===== config.mk =====
export PLATFORM = sky130hd
export DESIGN_NAME = sum_display
export DESIGN_NICKNAME = d
export VERILOG_FILES = /design/src/rtl/sum_display.sv
export SDC_FILE = /design/constraint.sdc
export NUM_CORES = 1
export LEC_CHECK = 0
export ABC_AREA = 1
export BUFFER_PORTS_ARGS = -buffer_cell sky130_fd_sc_hd__clkbuf_2
export CAP_MARGIN = 30
export CORE_MARGIN = 8
export CORE_UTILIZATION = 55
export CTS_BUF_LIST = sky130_fd_sc_hd__clkbuf_2
export DETAILED_ROUTE_END_ITERATION = 10
export PLACE_DENSITY_LB_ADDON = 0.1
export SLEW_MARGIN = 20
export SYNTH_ARGS = -nofsm -noshare
export SYNTH_HDL_FRONTEND = slang
export SYNTH_SLANG_ARGS = --single-unit

===== constraint.sdc =====
create_clock -name clk -period 1.8 [get_ports clk]
set_input_delay 0.36 -clock clk [delete_from_list [all_inputs] [get_ports clk]]
set_output_delay 0.36 -clock clk [all_outputs]
set_load 0.01 [all_outputs]

===== src/rtl/sum_display.sv =====
// Captures a 5-bit adder sum on a valid/ready handshake. It converts the sum to
// BCD with a 5-step sequential double-dabble and scans two seven-segment digits.
module sum_display #(
    parameter int REFRESH_DIV    = 50000,
    parameter bit SEG_ACTIVE_LOW = 1'b1
) (
    input  logic       clk,
    input  logic       rst,
    input  logic [4:0] sum_in,
    input  logic       sum_valid,
    output logic       sum_ready,
    output logic [6:0] seg,
    output logic [1:0] dig_en,
    output logic       carry_led
);

    localparam int           CW        = $clog2(REFRESH_DIV);
    localparam logic [CW-1:0] SCAN_LAST = CW'(REFRESH_DIV - 1);

    typedef enum logic {S_IDLE, S_CONV} state_t;

    state_t        r_state, w_state_nxt;
    logic [7:0]    r_bcd;
    logic [4:0]    r_bin;
    logic [2:0]    r_step;
    logic          r_cap4;
    logic [3:0]    r_tens, r_ones;
    logic          r_carry;
    logic [CW-1:0] r_scan;
    logic          r_sel;
    logic          w_load, w_done;
    logic [12:0]   w_dd_nxt;
    logic [3:0]    w_digit;
    logic [6:0]    w_glyph;

    // One double-dabble step: adjust each nibble >= 5 by +3, then shift {bcd, bin} left.
    function automatic logic [12:0] dd_step(input logic [7:0] bcd, input logic [4:0] bin);
        logic [3:0] t, o;
        t = bcd[7:4];
        o = bcd[3:0];
        if (t >= 4'd5) t = t + 4'd3;
        if (o >= 4'd5) o = o + 4'd3;
        return {t, o, bin} << 1;
    endfunction

    function automatic logic [6:0] glyph(input logic [3:0] d);
        case (d)
            4'd0:    glyph = 7'h3F;
            4'd1:    glyph = 7'h06;
            4'd2:    glyph = 7'h5B;
            4'd3:    glyph = 7'h4F;
            4'd4:    glyph = 7'h66;
            4'd5:    glyph = 7'h6D;
            4'd6:    glyph = 7'h7D;
            4'd7:    glyph = 7'h07;
            4'd8:    glyph = 7'h7F;
            4'd9:    glyph = 7'h6F;
            default: glyph = 7'h00;
        endcase
    endfunction

    always_ff @(posedge clk or posedge rst) begin
        if (rst) r_state <= S_IDLE;
        else     r_state <= w_state_nxt;
    end

    always_comb begin
        w_state_nxt = r_state;
        sum_ready   = 1'b0;
        w_load      = 1'b0;
        w_done      = 1'b0;
        case (r_state)
            S_IDLE: begin
                sum_ready = 1'b1;
                if (sum_valid) begin
                    w_load      = 1'b1;
                    w_state_nxt = S_CONV;
                end
            end
            S_CONV: begin
                if (r_step == 3'd4) begin
                    w_done      = 1'b1;
                    w_state_nxt = S_IDLE;
                end
            end
            default: w_state_nxt = S_IDLE;
        endcase
    end

    assign w_dd_nxt = dd_step(r_bcd, r_bin);

    // After the fifth shift all binary bits have moved into the BCD field.
    always_ff @(posedge clk or posedge rst) begin
        if (rst) begin
            r_bcd   <= 8'd0;
            r_bin   <= 5'd0;
            r_step  <= 3'd0;
            r_cap4  <= 1'b0;
            r_tens  <= 4'd0;
            r_ones  <= 4'd0;
            r_carry <= 1'b0;
        end else if (w_load) begin
            r_bcd  <= 8'd0;
            r_bin  <= sum_in;
            r_cap4 <= sum_in[4];
            r_step <= 3'd0;
        end else if (r_state == S_CONV) begin
            {r_bcd, r_bin} <= w_dd_nxt;
            r_step         <= r_step + 3'd1;
            if (w_done) begin
                r_tens  <= w_dd_nxt[12:9];
                r_ones  <= w_dd_nxt[8:5];
                r_carry <= r_cap4;
            end
        end
    end

    always_ff @(posedge clk or posedge rst) begin
        if (rst) begin
            r_scan <= '0;
            r_sel  <= 1'b0;
        end else if (r_scan == SCAN_LAST) begin
            r_scan <= '0;
            r_sel  <= ~r_sel;
        end else begin
            r_scan <= r_scan + 1'b1;
        end
    end

    // A leading zero in the tens position is blanked rather than shown.
    assign w_digit   = r_sel ? r_tens : r_ones;
    assign w_glyph   = (r_sel && r_tens == 4'd0) ? 7'h00 : glyph(w_digit);
    assign seg       = SEG_ACTIVE_LOW ? ~w_glyph : w_glyph;
    assign dig_en    = r_sel ? 2'b10 : 2'b01;
    assign carry_led = r_carry;

endmodule


Word-level counts from Yosys, hierarchy flattened
Memory sizes are Yosys's and may differ from the RTL's.
Cells that the tools add are included.
{ "totals": {"reg_bits": 44, "mem_bits_ro": 112, "inputBits": 8, "output_inout_bits": 11, "word_cells": 46, "mem_count": 1} }
{ "mem_list": {"columns": ["name", "words", "width", "rd", "rd_ports_with_merged_regs", "write_ports", "line", "source"], "rows": [
  ["(name not given)", 16, 7, 1, 0, 0, "47", "case (d)"]
]} }
{ "classes": {"n_addsub": 4, "magnitude_cmp": 2, "n_eq_ne": 2, "n_mux": 19, "bitwise": 4, "reduce_logical": 4} }
{ "op_table": {"columns": ["operator", "count"], "rows": [
  ["adder 16 x 1 -> 16 bit, second input constant", 1],
  ["equality test 16 bit, second input constant", 1],
  ["2-to-1 mux 16 bit", 1],
  ["2-to-1 mux 8 bit", 2],
  ["2-to-1 mux 5 bit", 2],
  ["2-to-1 mux 3 bit", 3],
  ["greater-or-equal comparator 4 x 3 -> 1 bit, second input constant", 2],
  ["2-to-1 mux 4 bit", 2],
  ["2-to-1 mux 7 bit", 1],
  ["NOT 7 bit", 1],
  ["2-to-1 mux 1 bit", 6],
  ["adder 4 x 2 -> 4 bit, second input constant", 1],
  ["logical NOT 4 bit", 1],
  ["adder 3 x 1 -> 3 bit, second input constant", 1],
  ["adder 3 x 2 -> 3 bit, second input constant", 1],
  ["equality test 3 bit, second input constant", 1],
  ["NOT 1 bit", 3],
  ["AND reduction 3 bit", 1],
  ["2-to-1 mux 2 bit", 1],
  ["case mux 1 bit (2 select lines)", 1],
  ["nonzero test 2 bit", 1],
  ["logical AND 1 bit", 1]
]} }

Logic depth before layout (Yosys ltp)
Gate-level depths: netlist of run 1.
{ "logic_depth": {"word_depth": 4, "mapped_depth": 10, "mapped_depth_nobuf": 9} }

Worst setup path after synthesis of run 1
No wires, ideal clock.
{ "synth_timing": {"path_type": "register -> output", "start": "register r_sel", "end": "output port seg[0]", "arrival_time_ps": 1494, "required_ps": 1440, "path_slack_ps": -54, "path_stages_with_launch": 7, "n_path_buf": 1, "cell_sequence": "dfrtp_1 -> buf_6 -> o21ai_0 -> inv_1 -> ha_1 -> o211ai_1 -> nand2_1"} }
{ "synth_between": {"elab_chain_cells": 4, "word_cells_on_any_way": 5, "classes_between": "2 x mux; 1 x bitwise; 1 x reduce/logical; 1 x memory"} }
{ "synth_rtl": {"columns": ["item", "line", "source"], "rows": [
  ["from (decl)", "30", "logic r_sel;"],
  ["from (signal assigned)", "124", "r_sel <= ~r_sel;"],
  ["2-to-1 mux 4 bit", "131", "assign w_digit = r_sel ? r_tens : r_ones;"],
  ["memory (16 x 7 bit)", null, null],
  ["2-to-1 mux 7 bit (*)", "132", "assign w_glyph = (r_sel && r_tens == 4'd0) ? 7'h00 : glyph(w_digit);"],
  ["NOT 7 bit (*)", "133", "assign seg = SEG_ACTIVE_LOW ? ~w_glyph : w_glyph;"],
  ["to (decl)", "12", "output logic [6:0] seg,"]
]} }
Every way passes the cells marked *; elsewhere a longest branch is shown, timed or not.

Worst setup path in the final report of run 1
{ "layout_timing": {"start": "register r_sel", "end": "output port seg[3]"} }
The elaborated chain is that of the path after synthesis.

==> results of run 1 <==
==> state kept, by name, indices dropped and copies added, names as in the netlist, 3 cells and up <==
| register | flops |
|---|---|
| r_bin | 5 |
| r_bcd | 8 |
| r_tens | 4 |
| r_step | 3 |
| r_scan | 16 |
| r_ones | 4 |
==> power by group through the flow <==
stage | registers [mW] | clock network [mW] | logic (mW)
2_1_floorplan | 1.40 | 0 | 1.17
4_1_cts | 1.42 | 0.376 | 1.74
3_5_place_dp | 1.43 | 0 | 1.66
3_3_place_gp | 1.43 | 0 | 1.62
6_report | 1.42 | 0.350 | 1.78
5_1_grt | 1.44 | 0.409 | 2.06
==> timing repair <==
action / CTS / global route
gates resized for setup: 13 / 7
hold endpoints to repair: 12 / 0
pin swaps: 6 / 2
hold buffers: 1 / 0
setup buffers: 1 / 2
setup endpoints to repair: 7 / 7
==> how the worst max path moves through the flow <==
| stage | endpoint | slack (ns) |
|---|---|---|
| finish | seg[3] | -0.36 |
| global route | seg[0] | -0.50 |
| CTS | seg[3] | -0.35 |
| detailed placement | seg[3] | -0.06 |
| global placement | seg[3] | 0.02 |
| floorplan | seg[3] | 0.08 |
==> layout by cell type, fill, tap and decap left out, drive strengths merged <==
| master | instances |
|---|---|
| o211ai | 3 |
| clkbuf | 21 |
| or2 | 1 |
| a22o | 1 |
| and2 | 1 |
| o22ai | 3 |
| nor2 | 35 |
| dlygate4sd3 | 1 |
| buf | 18 |
| a21oi | 3 |
| a22oi | 1 |
| xor2 | 9 |
| nand4 | 3 |
| clkinv | 1 |
| o21bai | 1 |
| ha | 12 |
| dfrtp | 44 |
| a31oi | 1 |
| nand2 | 85 |
| o21ai | 23 |
| nand3 | 30 |
| nand3b | 1 |
| inv | 45 |
==> layer usage <==
| layer | vias to the layer above | global-route usage | routed length (um) |
|---|---|---|---|
| met5 | - | 0 | 0 |
| met4 | 0 | 0.0474 | 51 |
| met3 | 5 | 0.0400 | 206 |
| met2 | 34 | 0.260 | 2300 |
| met1 | 938 | 0.199 | 2230 |
| li1 | 1043 | - | - |
==> worst max-delay path, delay by kind of cell, from the launching register on <==
kind	cells	cell delay, ns
fa+ha+maj	1	0.25
flops	1	0.51
buf+inv	2	0.27
simple gates	3	0.24
compound gates	2	0.14
==> final cells by class <==
type / count / area share
multi-input cells: 213 / 0.426
flip-flops and latches: 44 / 0.398
clock buffers: 5 / 0.00903
repair buffers: 35 / 0.0808
inverters: 46 / 0.0632
well taps: 52 / 0.0235
==> cell families after synthesis <==
family          after synthesis
compound gates               36
xor+xnor                      9
fa+ha+maj                    12
buf+inv                      51
flops                        44
simple gates                156
==> results_dict.tcl, run 1 <==
set metrics [dict create \
    status "complete, but fails checks" \
    failed_checks "setup timing" \
    slowest_delay_ns 0.51 \
    insertedDiodeCount 0 \
    numPortBuffers 18 \
    synth_top_cells_by_count "81 x nand2_1, 44 x dfrtp_1, 41 x inv_1, 33 x nor2_1, 30 x nand3_1" \
    cts_root_buf "clkbuf_2" \
    finalNonFillerCells 395 \
    path_clk_slew_ns 0.18 \
    finalInstanceArea_sq_mm 0.00277 \
    syn_inst 308 \
    ys_top_cells_by_area "dfrtp_1 45%, nand2_1 13%, inv_1 6.3%, ha_1 6.2%, nand3_1 6.2%" \
    initial_core_util 0.566 \
    ys_seq_elements 44 \
    synth_most_common_cell "nand2_1" \
    drc_errors 0 \
    clock_latency_ns 0.38 \
    first_iter_violations 69 \
    seq_area_sq_mm 0.00110 \
    grt_antenna_before_repair 0 \
    cp.required_ns 1.44 \
    worstPathArrival_ns 1.80 \
    hold_depth 3 \
    reg2reg_to "r_scan[0]$_DFF_PP0_" \
    path_cells "nand2_2 -> o21ai_4 -> buf_4 -> ha_4 -> nand2_2 -> o211ai_1 -> nand2_1 -> clkbuf_2" \
    critPathLaunch "r_sel$_DFFE_PP0N_" \
    min_to "r_bin[2]$_DFFE_PP0P_" \
    io_pins 19 \
    worstSetupEndpointType "output port" \
    synthArstFlopShare 1.00 \
    setup_viol 7 \
    yosys.area_share.simple 0.273 \
    detail-route-antenna-nets 0 \
    timing.final.crit_share 1.20 \
    p_sw_mw 1.50 \
    final-max-slew-violation-count 0 \
    grt_pass1_vias 1899 \
    r2r-start "r_scan[0]$_DFF_PP0_" \
    ir_drop_mv 0.866 \
    routed_wl_mm 4.79 \
    die_y_um 82.5 \
    synth_top_family_by_area "simple AND/OR/NAND/NOR gates" \
    synth_fp_nets 328 \
    synth_compound_gate_area_share 0.0921 \
    multi_input_area_sq_mm 0.00118 \
    comb_power_share 0.502 \
    netSwitchingFraction 0.423 \
    worstPathMaxFanout 7 \
    dpl_cell_area_sq_mm 0.00265 \
    die_area_sq_mm 0.00680 \
    synthDominantCellAreaShare 0.453 \
    timing.fmax_mhz 464 \
    via_per_inst 5.11 \
    critPathLaunchType "register" \
    grt_overflow 0 \
    drt_pass1_iterations 4 \
    nets 365 \
    powerDensity_mw_per_mm2 1280 \
    layout-drive-gt1-share 0.201 \
    cts_tree "yes" \
    grt_start_max_net_pins 23 \
    hold_violations 0 \
    cap_violations 0 \
    synthAdderAreaFrac 0.0618 \
    yosys.cell_types.count 31 \
    seq_area_frac_synth 0.453 \
    utilization 0.645 \
    die_w_um 82.5 \
    p_clk_frac 0.099 \
    setup_slack_ns -0.356 \
    maxSlewHeadroom 0.665 \
    intPower_mw 2.05 \
    fill_cells 405 \
    dp_hpwl_mm 3.70 \
    clock-sinks 44 \
    grt_usage 0.158 \
    numCtsBuffers 5 \
    coreArea_sq_mm 0.00429 \
    rrSetupSlack_ns 0.35 \
    timing.hold.ws_ns 0.193 \
    drt-wirelength-per-cell_um 12.1 \
    rsz0062_at_grt "true" \
    rows 24 \
    hold_class "in2reg" \
    place_congestion 0.801 \
    muxShareOfSynthArea 0 \
    power.total_mw 3.55 \
    clockBufferDepth 2 \
    syn_area_sq_mm 0.00243 \
    h-tree-depth 2 \
    path_common_cell "nand2_2" \
    synth_largest_area_cell "dfrtp_1" \
    synth_ff_type "dfrtp_1" \
    ys_warn_count 0 \
    grt_pass1_wl_mm 8.42 \
    vias 2020 \
    slowest_stage "dfrtp_2" \
    worst_pin_slew_ns 0.499 \
    r2r_cells 8 \
    place_ws_ns -0.0610 \
    synth.avg_cell_area_sq_um 7.89 \
    path_class "reg2out" \
    synth_edf_count 0 \
    synthXorXnorAreaFrac 0.0324 \
    hp-start "sum_in[2]" \
    area_growth_syn_to_layout_pct 14.0 \
    leakage_nw 1.42 \
    fin_skew_ns 0.0172 \
    seqPwrFrac 0.399 \
    period_needed_ns 2.16 \
    placed_cells 386 \
    final.setup.tns_ns -2.24 \
]
No activity file was read; power rests on OpenSTA's default activity.
==> inputs of run 2 (changes only) <==
- MAX_ROUTING_LAYER: default -> met4
==> results_dict.tcl, run 2 (synthesized netlist as in run 1, its figures left out) <==
set metrics [dict create \
    p_clk_frac 0.099 \
    cts_tree "yes" \
    setup_slack_ns -0.356 \
    largest_reg_flops 16 \
    r2r_cells 8 \
    drc_errors 0 \
    hold_depth 3 \
    leakage_nw 1.42 \
    min_to "r_bin[2]$_DFFE_PP0P_" \
    intPower_mw 2.05 \
    power.total_mw 3.55 \
    cap_violations 0 \
    status "complete, but fails checks" \
    path_clk_slew_ns 0.18 \
    dp_hpwl_mm 3.70 \
    timing.final.crit_share 1.20 \
    drt-wirelength-per-cell_um 12.1 \
    cts_root_buf "clkbuf_2" \
    nets 365 \
    path_buf_inv 2 \
    maxSlewHeadroom 0.665 \
    failed_checks "setup timing" \
    grt_start_max_net_pins 23 \
    powerDensity_mw_per_mm2 1280 \
    hold_class "in2reg" \
    detail-route-antenna-nets 0 \
    place_congestion 0.813 \
    grt_pass1_vias 1899 \
    die_y_um 82.5 \
    place_ws_ns -0.0610 \
    initial_core_util 0.566 \
    die_w_um 82.5 \
    coreArea_sq_mm 0.00429 \
    vias 2020 \
    slowest_delay_ns 0.51 \
    worst_pin_slew_ns 0.499 \
    via_per_inst 5.11 \
    grt_antenna_before_repair 0 \
    setup_viol 7 \
    hold_violations 0 \
    path_class "reg2out" \
    p_sw_mw 1.50 \
    rrSetupSlack_ns 0.35 \
    layout-drive-gt1-share 0.201 \
    first_iter_violations 69 \
    worstSetupEndpointType "output port" \
    worstPathMaxFanout 7 \
    cp.required_ns 1.44 \
    grt_pass1_wl_mm 8.42 \
    insertedDiodeCount 0 \
    slowest_stage "dfrtp_2" \
    period_needed_ns 2.16 \
    cp_top_family "flip-flops" \
    clockBufferDepth 2 \
    seqPwrFrac 0.399 \
    rsz0062_at_grt "true" \
    io_pins 19 \
    worstPathArrival_ns 1.80 \
    grt_overflow 0 \
    numPortBuffers 18 \
    area_growth_syn_to_layout_pct 14.0 \
    r2r-start "r_scan[0]$_DFF_PP0_" \
    hp-start "sum_in[2]" \
    clock-sinks 44 \
    netSwitchingFraction 0.423 \
    final_common_cell "nand2_1" \
    final-max-slew-violation-count 0 \
    timing.hold.ws_ns 0.193 \
    clock_latency_ns 0.38 \
    numCtsBuffers 5 \
    top_register "r_scan" \
    timing.fmax_mhz 464 \
    comb_power_share 0.502 \
    drt_pass1_iterations 4 \
    grt_usage 0.163 \
    die_area_sq_mm 0.00680 \
    h-tree-depth 2 \
    critPathLaunchType "register" \
    utilization 0.645 \
    top_regs "r_scan: 16 flops, r_bcd: 8 flops, r_bin: 5 flops" \
    ir_drop_mv 0.866 \
    fin_skew_ns 0.0172 \
    path_cells "nand2_2 -> o21ai_4 -> buf_4 -> ha_4 -> nand2_2 -> o211ai_1 -> nand2_1 -> clkbuf_2" \
    final_cell_mix "76 x nand2_1, 43 x dfrtp_1, 37 x inv_1" \
    reg2reg_to "r_scan[0]$_DFF_PP0_" \
    rows 24 \
    routed_wl_mm 4.79 \
    path_common_cell "nand2_2" \
]
==> run 2: cell counts in the layout (fill, tap and decap cells not counted) <==
Identical to the previous run, type by type.
==> run 2: area by class of cell <==
cell class,count,area [sq um]
clock buffer,5,25.0
fill,405,1520
inverter,46,175
multi-input combinational,213,1180
sequential,44,1100
tap,52,65.1
timing repair buffer,35,224
==> run 2: timing repair <==
action / CTS / global route
buffers inserted: 1 / 2
pin swaps: 6 / 2
endpoints found under the hold margin: 12 / 0
resized for setup: 13 / 7
hold buffers: 1 / 0
endpoints found under the setup margin: 7 / 7
==> run 2: stage by stage <==
stage | instance area, sq um | setup TNS, ns | cells
2_1_floorplan | 2430 | 0 | 308
3_3_place_gp | 2650 | 0 | 386
3_5_place_dp | 2650 | -0.208 | 386
4_1_cts | 2730 | -2.35 | 393
5_1_grt | 2770 | -3.34 | 395
6_report | 2770 | -2.24 | 395
==> run 2: how the worst max path moves through the flow <==
stage / slack (ns) / start / endpoint / depth (start not counted)
after global routing: -0.50 / r_sel$_DFFE_PP0N_ / seg[0] / 10
after global placement: 0.02 / r_sel$_DFFE_PP0N_ / seg[3] / 6
final: -0.36 / r_sel$_DFFE_PP0N_ / seg[3] / 8
after CTS: -0.35 / r_sel$_DFFE_PP0N_ / seg[3] / 9
after detailed placement: -0.06 / r_sel$_DFFE_PP0N_ / seg[3] / 6
after floorplan: 0.08 / r_sel$_DFFE_PP0N_ / seg[3] / 9
==> run 2: worst min-delay path: stages <==
cell and delay, ns:
clkbuf_2 0.07, nand2_1 0.04, nand3_1 0.07
==> run 2: routing by layer <==
layer  up-vias  GRT usage  wire, um
li1       1043          -         -
met1       938      0.200      2240
met2        34      0.260      2300
met3         5     0.0390       196
met4         0     0.0474        51
met5         -          -         0
==> run 2: power groups by stage <==
| stage | combinational, mW | clock, mW | sequential (mW) |
|---|---|---|---|
| finish | 1.78 | 0.350 | 1.42 |
| global placement | 1.62 | 0 | 1.43 |
| global route | 2.06 | 0.409 | 1.44 |
| detailed placement | 1.66 | 0 | 1.43 |
| CTS | 1.74 | 0.376 | 1.42 |
| floorplan | 1.17 | 0 | 1.40 |
==> inputs of run 3 (changes only) <==
--- a/config.mk
+++ b/config.mk
@@ -19,2 +19,3 @@
 export SYNTH_HDL_FRONTEND = slang
 export SYNTH_SLANG_ARGS = --single-unit
+export TNS_END_PERCENT = 30
==> constraint.sdc (replaced) <==
create_clock -name clk -period 1.8 [get_ports clk]
set_input_delay 0.18 -clock clk [delete_from_list [all_inputs] [get_ports clk]]
set_output_delay 0.18 -clock clk [all_outputs]
set_load 0.01 [all_outputs]
==> results_dict.tcl, run 3 (synthesized netlist as in run 1, its figures left out) <==
set metrics [dict create \
    rows 24 \
    period_needed_ns 1.98 \
    r2r_cells 8 \
    place_congestion 0.848 \
    coreArea_sq_mm 0.00429 \
    worst_pin_slew_ns 0.730 \
    netSwitchingFraction 0.410 \
    top_register "r_scan" \
    hold_class "in2reg" \
    worstSetupEndpointType "output port" \
    hold_depth 3 \
    first_iter_violations 48 \
    final_common_cell "nand2_1" \
    rrSetupSlack_ns 0.32 \
    drt_pass1_iterations 4 \
    final.setup.tns_ns -1.02 \
    worstPathMaxFanout 4 \
    clockBufferDepth 2 \
    dp_hpwl_mm 3.54 \
    largest_reg_flops 16 \
    die_y_um 82.5 \
    setup_viol 7 \
    path_class "reg2out" \
    numCtsBuffers 5 \
    numPortBuffers 18 \
    worstPathArrival_ns 1.80 \
    drc_errors 0 \
    r2r-start "r_scan[0]$_DFF_PP0_" \
    h-tree-depth 2 \
    die_w_um 82.5 \
    top_regs "r_scan: 16 flops, r_bcd: 8 flops, r_bin: 5 flops" \
    cap_violations 0 \
    final-max-slew-violation-count 0 \
    area_growth_syn_to_layout_pct 18.8 \
    io_pins 19 \
    min_to "r_cap4$_DFFE_PP0P_" \
    hp-start "sum_in[4]" \
    power.total_mw 3.86 \
    p_clk_frac 0.140 \
    cts_tree "yes" \
    grt_antenna_before_repair 0 \
    hold_violations 0 \
    powerDensity_mw_per_mm2 1340 \
    utilization 0.673 \
    die_area_sq_mm 0.00680 \
    vias 2063 \
    insertedDiodeCount 0 \
    ir_drop_mv 0.823 \
    rsz0062_at_grt "true" \
    leakage_nw 1.48 \
    seqPwrFrac 0.369 \
    status "complete, but fails checks" \
    fin_skew_ns 0.0223 \
    setup_slack_ns -0.182 \
    timing.fmax_mhz 505 \
    grt_overflow 0 \
    via_per_inst 5.12 \
    nets 370 \
    failed_checks "setup timing" \
    maxSlewHeadroom 0.510 \
    timing.final.crit_share 1.10 \
    grt_pass1_vias 2050 \
    grt_pass1_wl_mm 8.78 \
    fill_cells 358 \
    initial_core_util 0.566 \
    grt_usage 0.169 \
    intPower_mw 2.28 \
    final_cell_mix "75 x nand2_1, 43 x dfrtp_1, 36 x inv_1" \
    cts_root_buf "clkbuf_2" \
    critPathLaunch "r_ones[0]$_DFFE_PP0P_" \
    drt-wirelength-per-cell_um 12.1 \
    clock_latency_ns 0.40 \
    grt_start_max_net_pins 26 \
    critPathLaunchType "register" \
    p_sw_mw 1.58 \
    comb_power_share 0.491 \
    routed_wl_mm 4.89 \
    cp.required_ns 1.62 \
    layout-drive-gt1-share 0.211 \
    clock-sinks 44 \
    detail-route-antenna-nets 0 \
    path_clk_slew_ns 0.23 \
    reg2reg_to "r_scan[4]$_DFF_PP0_" \
]
[run 3: changes by cell type in the layout (fill, tap and decap cells not counted), sizes merged]
cell | before | now
clkbuf | 21 | 20
clkinv | 1 | 3
bufinv | 0 | 1
dlygate4sd3 | 1 | 5
buf | 18 | 20
[run 3: area by class of cell]
type | instances | area, sq um | share of cell area
Timing Repair Buffer | 40 | 294 | 0.102
Clock buffer | 5 | 25.0 | 0.00866
Clock inverter | 3 | 37.5 | 0.0130
Multi-Input combinational cell | 213 | 1190 | 0.412
Inverter | 46 | 175 | 0.0606
Sequential cell | 44 | 1100 | 0.382
Tap cell | 52 | 65.1 | 0.0225
[run 3: worst max path at each step]
stage	endpoint	slack (ns)	depth (start not counted)
after floorplan	seg[0]	0.13	6
after global placement	seg[1]	0.17	7
after detailed placement	seg[3]	0.14	8
after CTS	seg[3]	-0.14	9
after global routing	seg[3]	-0.31	9
final	seg[0]	-0.18	6
[run 3: power groups by stage]
stage	registers, mW	logic, mW	clock network, mW
final	1.43	1.90	0.538
after floorplan	1.40	1.17	0
after global placement	1.43	1.59	0
after detailed placement	1.44	1.62	0
after global routing	1.46	2.17	0.592
after CTS	1.42	1.80	0.548
[run 3: timing repair]
item                                    4_1_cts  5_1_grt
hold buffers                                  4        1
setup buffers                                10        0
pin swaps                                    12        3
endpoints found under the setup margin        7        7
hold endpoints to repair                     22        1
resized for setup                            18       11
[run 3: layer usage]
| metal | GRT usage | wire length (um) |
|---|---|---|
| met4 | 0.0439 | 46 |
| met3 | 0.0390 | 199 |
| met5 | - | 0 |
| met2 | 0.285 | 2360 |
| met1 | 0.198 | 2280 |
[run 3: worst max-delay path, cell delays in order, from the launching register on]
cell	delay [ns]
dfrtp_1	0.48
o21ai_4	0.25
inv_2	0.07
ha_2	0.19
o211ai_1	0.20
nand2_2	0.08
buf_6	0.12
[run 3: stage by stage]
step / cell area [sq um] / hold WS (ns) / std cells / setup WS (ns)
finish: 2890 / 0.0306 / 403 / -0.182
global route: 2890 / 0.0503 / 403 / -0.314
CTS: 2850 / 0.00888 / 402 / -0.143
detailed placement: 2620 / 0.236 / 381 / 0.136
global placement: 2620 / 0.232 / 381 / 0.175
floorplan: 2430 / 0.313 / 308 / 0.126
